===== src/rtl/fifo_rd_ctrl.sv =====
// Read-side controller of the async FIFO: turns the synchronized write pointer into
// memory reads and presents the data first-word-fall-through through a 2-entry buffer.
module fifo_rd_ctrl #(
  parameter int ADDRESS_WIDTH   = 4,
  parameter int DATA_WIDTH      = 8,
  parameter int ALMOST_EMPTY_TH = 2,
  parameter int SOFT_RESET      = 1
) (
  input  logic                     clk,
  input  logic                     h_rst,
  input  logic                     s_rst,
  input  logic [ADDRESS_WIDTH:0]   wr_ptr_gray_sync,
  input  logic [DATA_WIDTH-1:0]    mem_rdata,
  output logic                     mem_rd_en,
  output logic [ADDRESS_WIDTH-1:0] mem_rd_addr,
  output logic [ADDRESS_WIDTH:0]   rd_ptr_gray,
  output logic [DATA_WIDTH-1:0]    dout,
  output logic                     dout_valid,
  input  logic                     dout_ready,
  output logic                     empty,
  output logic                     almost_empty,
  output logic                     rd_underflow
);

  localparam int PW = ADDRESS_WIDTH + 1;
  // Wide enough for mem_count (up to 2^ADDRESS_WIDTH) plus inflight plus occ.
  localparam int CW = ADDRESS_WIDTH + 3;
  localparam logic [CW-1:0] AE_TH = CW'(ALMOST_EMPTY_TH);
  localparam bit SOFT_EN = (SOFT_RESET == 1) || (SOFT_RESET == 3);

  function automatic logic [PW-1:0] gray2bin(input logic [PW-1:0] g);
    logic [PW-1:0] b;
    b[PW-1] = g[PW-1];
    for (int i = PW - 2; i >= 0; i--) begin
      b[i] = b[i+1] ^ g[i];
    end
    return b;
  endfunction

  function automatic logic [PW-1:0] bin2gray(input logic [PW-1:0] b);
    return b ^ (b >> 1);
  endfunction

  logic [PW-1:0]         rd_bin_q, rd_bin_d;
  logic [PW-1:0]         rd_gray_q, rd_gray_d;
  logic [1:0]            occ_q, occ_d;
  logic                  inflight_q, inflight_d;
  logic [DATA_WIDTH-1:0] head_q, head_d;
  logic [DATA_WIDTH-1:0] skid_q, skid_d;
  logic                  underflow_q, underflow_d;

  logic [PW-1:0] wr_bin;
  logic [PW-1:0] mem_count;
  logic          mem_empty;
  logic          pop;
  logic          soft_rst;
  logic          issue;
  logic [2:0]    pending;
  logic [1:0]    occ_after_pop;
  logic [CW-1:0] level;

  assign wr_bin    = gray2bin(wr_ptr_gray_sync);
  assign mem_count = wr_bin - rd_bin_q;
  assign mem_empty = (mem_count == '0);
  assign soft_rst  = s_rst && SOFT_EN;

  assign dout_valid = (occ_q != 2'd0);
  assign pop        = dout_valid && dout_ready;

  // Words already owned by the buffer once this cycle's pop is applied.
  assign pending = {1'b0, occ_q} + {2'b00, inflight_q} - {2'b00, pop};
  assign issue   = !mem_empty && (pending < 3'd2) && !h_rst;

  assign occ_after_pop = occ_q - {1'b0, pop};

  // NOTE: every variable gets a default at the top of always_comb; a path that
  // leaves one unassigned would infer a latch.
  always_comb begin
    rd_bin_d    = rd_bin_q;
    rd_gray_d   = rd_gray_q;
    occ_d       = occ_after_pop;
    inflight_d  = issue;
    head_d      = head_q;
    skid_d      = skid_q;
    underflow_d = dout_ready && !dout_valid;

    if (issue) begin
      rd_bin_d  = rd_bin_q + PW'(1);
      rd_gray_d = bin2gray(rd_bin_q + PW'(1));
    end

    if (pop && occ_q == 2'd2) begin
      head_d = skid_q;
    end

    // The returning word lands in the first slot left free after the pop.
    if (inflight_q) begin
      if (occ_after_pop == 2'd0) begin
        head_d = mem_rdata;
      end else begin
        skid_d = mem_rdata;
      end
      occ_d = occ_after_pop + 2'd1;
    end

    if (soft_rst) begin
      rd_bin_d    = '0;
      rd_gray_d   = '0;
      occ_d       = 2'd0;
      inflight_d  = 1'b0;
      head_d      = '0;
      skid_d      = '0;
      underflow_d = 1'b0;
    end
  end

  // NOTE: state uses non-blocking assignments so every register samples the
  // pre-edge values; the data registers are reset too because dout is visible.
  always_ff @(posedge clk or posedge h_rst) begin
    if (h_rst) begin
      rd_bin_q    <= '0;
      rd_gray_q   <= '0;
      occ_q       <= 2'd0;
      inflight_q  <= 1'b0;
      head_q      <= '0;
      skid_q      <= '0;
      underflow_q <= 1'b0;
    end else begin
      rd_bin_q    <= rd_bin_d;
      rd_gray_q   <= rd_gray_d;
      occ_q       <= occ_d;
      inflight_q  <= inflight_d;
      head_q      <= head_d;
      skid_q      <= skid_d;
      underflow_q <= underflow_d;
    end
  end

  assign level = CW'(mem_count) + CW'(inflight_q) + CW'(occ_q);

  assign mem_rd_en    = issue;
  assign mem_rd_addr  = rd_bin_q[ADDRESS_WIDTH-1:0];
  assign rd_ptr_gray  = rd_gray_q;
  assign dout         = head_q;
  assign empty        = !dout_valid;
  assign almost_empty = (level <= AE_TH);
  assign rd_underflow = underflow_q;

`ifndef SYNTHESIS
  // The buffer can never be oversubscribed by reads already in flight.
  a_occ_bound: assert property (@(posedge clk) disable iff (h_rst)
    ({1'b0, occ_q} + {2'b00, inflight_q}) <= 3'd2);

  a_no_read_when_empty: assert property (@(posedge clk) disable iff (h_rst)
    mem_rd_en |-> !mem_empty);
`endif

endmodule


===== config.mk =====
export PLATFORM = sky130hd
export DESIGN_NAME = fifo_rd_ctrl
export DESIGN_NICKNAME = d
export VERILOG_FILES = /design/src/rtl/fifo_rd_ctrl.sv
export SDC_FILE = /design/constraint.sdc
export NUM_CORES = 1
export LEC_CHECK = 0
export ABC_AREA = 1
export BUFFER_PORTS_ARGS = -buffer_cell sky130_fd_sc_hd__buf_2
export CAP_MARGIN = 20
export CORE_UTILIZATION = 40
export DETAILED_ROUTE_END_ITERATION = 8
export GPL_TIMING_DRIVEN = 1
export HOLD_SLACK_MARGIN = 0.15
export PLACE_DENSITY = 0.6
export REMOVE_ABC_BUFFERS = 1
export SETUP_SLACK_MARGIN = 0.05
export SYNTH_ARGS = -nofsm -noshare
export SYNTH_HDL_FRONTEND = slang
export SYNTH_SLANG_ARGS = --single-unit

===== constraint.sdc =====
create_clock -name clk -period 4.35 [get_ports clk]
set_clock_uncertainty 0.1 [all_clocks]
set_input_delay 0.6525 -clock clk [delete_from_list [all_inputs] [get_ports clk]]
set_output_delay 0.6525 -clock clk [all_outputs]
set_load 0.01 [all_outputs]

==> flow_metrics.tcl <==
set metrics [dict create \
    dr_wl_met2_um 1759 \
    synth-seq-cells 29 \
    rows 24 \
    grt_start_max_net_pins 30 \
    fmax_ghz 0.2475 \
    postRouteAntennaNets 0 \
    drv_slew 0 \
    layout-drive-gt1-share_pct 19.71 \
    path_max_fanout 3 \
    syn_to_final_growth_pct 18.50 \
    final_cell_mix "inv_1 (53), nand2_1 (45), buf_2 (38), dfrtp_1 (29), o21ai_0 (17)" \
    netlist_top_cells_area "dfrtp_1 (38%), inv_1 (11%), nand2_1 (9.0%), ha_1 (6.0%), o21ai_0 (4.5%)" \
    fin_tns_setup_ns 0 \
    hold_viol 0 \
    synth_cells 238 \
    hold_path_class "input pin to asynchronous set/reset pin" \
    fillerInstances 460 \
    slowest_delay_ns 0.50 \
    slew_headroom_pct 60.01 \
    io_buffers 38 \
    top_layer "met4" \
    drv_cap 0 \
    power_switching_share_pct 41.81 \
    die_x_um 70.68 \
    crit_chain "buf_2 -> xor2_2 -> xor2_2 -> xor3_1 -> ha_1 -> fa_1 -> fa_1 -> a211o_1 -> a21oi_1 -> and3_1 -> buf_2" \
    drc_errors 4 \
    drt_first_pass_iters 6 \
    rsz0062_at_grt "no" \
    vias 1639 \
    hold-worst-slack_ns 0.3783 \
    tightest_slew_ns 0.5958 \
    switchingPower_uw 520.0 \
    final_common_cell "inv_1" \
    criticalPathCategory "input pin to output pin" \
    synth_top_area_share_pct 38.46 \
    clkLatencyLatePin_ns 0.27 \
    layout_worst_path_cycle_share_pct 92.90 \
    grt_pass1_wl_um 6844 \
    status "finished with violations" \
    yosysTopAreaCell "dfrtp_1" \
    root_buffer "clkbuf_8" \
    p_leak_uw 0.001293 \
    htreeDepth 2 \
    violations "design-rule violations" \
    gp_congestion 0.7655 \
    power_per_cell_area_nw_per_um2 556.3 \
    multi_input_comb_area_sq_um 939.7 \
    utilization_pct 50.31 \
    cts_tree "done" \
    post_drt_wl_per_cell_um 11.47 \
    yosysWarningCount 0 \
    cp_slowest_cell "fa_1" \
    routed_via_density 4.952 \
    grt_overflow 0 \
    comb_power_share_pct 49.6 \
    power.share.sequential_pct 31.1 \
    grt_pass1_vias 1542 \
    ys_types 28 \
    drtIter0Drc 74 \
    endpoint_kind "output pin" \
    finalWirelength_um 3796 \
    start_kind "input pin" \
    setup_viol 0 \
    ir_drop_mv 0.3080 \
    clkTransAtPathRegs_ns 0.06 \
    antennaDiodeCount 0 \
    die_area_sq_um 4996 \
    post-route-min-period_ns 4.041 \
    grt_usage_pct 17.08 \
    cts_num_sinks 29 \
    antenna_found_initial 0 \
    pwr-share-clk_pct 19.3 \
    die_y_um 70.68 \
    required_ns 3.60 \
    postCtsHoldBufs 0 \
    seq_area_frac_synth_pct 38.46 \
    syn_area_per_cell_sq_um 7.928 \
    num-nets-final 308 \
    clockBufferDepth 2 \
    wl_met1_um 1913 \
    arrival_ns 3.29 \
    power_uw 1244 \
    wl_met3_um 100 \
    num_io_pins 39 \
    seq_area_sq_um 725.7 \
    cts_made_buffers 5 \
    hpwl_um 2796 \
    synthesis.area_sq_um 1887 \
    p_int_uw 723.8 \
    coreArea_sq_um 4444 \
    initial_core_util_pct 42.45 \
]
-- sequential cells by signal, summed over array words and instances (netlist names) --
name and cells:
dout 8, inflight_q 1, occ_q 2, rd_bin_q 5
rd_ptr_gray 4, rd_underflow 1, skid_q 8
-- cell type report --
type / count / area share, %
sequential: 29 / 32.46
clock buffer: 7 / 4.309
multi-input combinational: 149 / 42.03
tap: 52 / 2.910
inverter: 53 / 8.898
clock inverter: 1 / 0.2238
timing repair buffer: 40 / 9.177
-- routing by layer --
| metal | up-vias | GRT usage (%) |
|---|---|---|
| li1 | 847 | - |
| met1 | 764 | 23.32 |
| met2 | 26 | 27.35 |
| met3 | 2 | 4.701 |
| met4 | 0 | 3.556 |
| met5 | - | 0 |
-- logic make-up (layout without fill, tap and decap cells) --
group           after synthesis  count (layout)  share of synthesized area (%)
compound gates               41              41                          12.73
fa+ha+maj                    13              13                          10.21
simple gates                 85              85                          20.62
buf+inv                      60             101                          12.53
flops                        29              29                          38.46
xor+xnor                     10              10                          5.437
-- per-stage QoR --
stage	instances	area, sq um	setup slack, ns
3_5_place_dp	323	2120	0.1764
5_1_grt	331	2236	0.08802
2_1_floorplan	231	1849	0.5435
4_1_cts	331	2221	0.1655
6_report	331	2236	0.3089
3_3_place_gp	323	2120	0.2872
-- synth_stat cells --
library cell and instances:
ha_1 9, o211ai_1 1, or2_2 1, buf_6 1
nand2_1 45, nand2_2 1, xor3_1 1, o22ai_1 8
nand3_2 1, nand3_1 15, o21ai_0 17, dfrtp_1 29
fa_1 4, o21ai_2 1, inv_1 53, nand3b_1 1
nor3_1 1, a211oi_4 1, nor2_1 6, and3_1 1
buf_2 3, xnor2_1 5, clkbuf_1 3, a21oi_1 11
a211o_1 1, nand4_1 13, xor2_1 4, o21ai_1 1
-- worst paths after layout --
| check | cells past startpoint | endpoint | slack, ns | start |
|---|---|---|---|---|
| setup / recovery | 11 | almost_empty | 0.31 | wr_ptr_gray_sync[3] |
| hold / removal | 3 | rd_underflow$_DFF_PP0_ | 0.38 | h_rst |
| setup reg to reg | 12 | rd_ptr_gray[2]$_DFFE_PP0P_ | 1.28 | occ_q[1]$_DFF_PP0_ |
| hold reg to reg | 2 | rd_ptr_gray[1]$_DFFE_PP0P_ | 0.40 | rd_ptr_gray[1]$_DFFE_PP0P_ |
| max in group asynchronous | 3 | dout[4]$_DFF_PP0_ | 3.49 | h_rst |
| min in group clk | 2 | rd_ptr_gray[1]$_DFFE_PP0P_ | 0.40 | rd_ptr_gray[1]$_DFFE_PP0P_ |
-- power by group through the flow --
stage               clock [uW]  combinational, uW  sequential, uW
detailed placement           0                622             393
CTS                        247                626             388
global route               264                719             397
finish                     240                617             387
global placement             0                611             392
floorplan                    0                434             400
-- worst max-delay path: cells and delay by family --
kind | cells | cell delay [ns]
fa+ha+maj | 3 | 1.14
xor+xnor | 3 | 0.69
compound gates | 2 | 0.41
buf+inv | 2 | 0.23
simple gates | 1 | 0.16
-- timing repair --
| action | CTS | global route |
|---|---|---|
| gates resized for setup | 0 | 2 |
| buffers inserted | 0 | 0 |
| endpoints found under the setup margin | 0 | 1 |
Power figures use the tool's default switching activity.
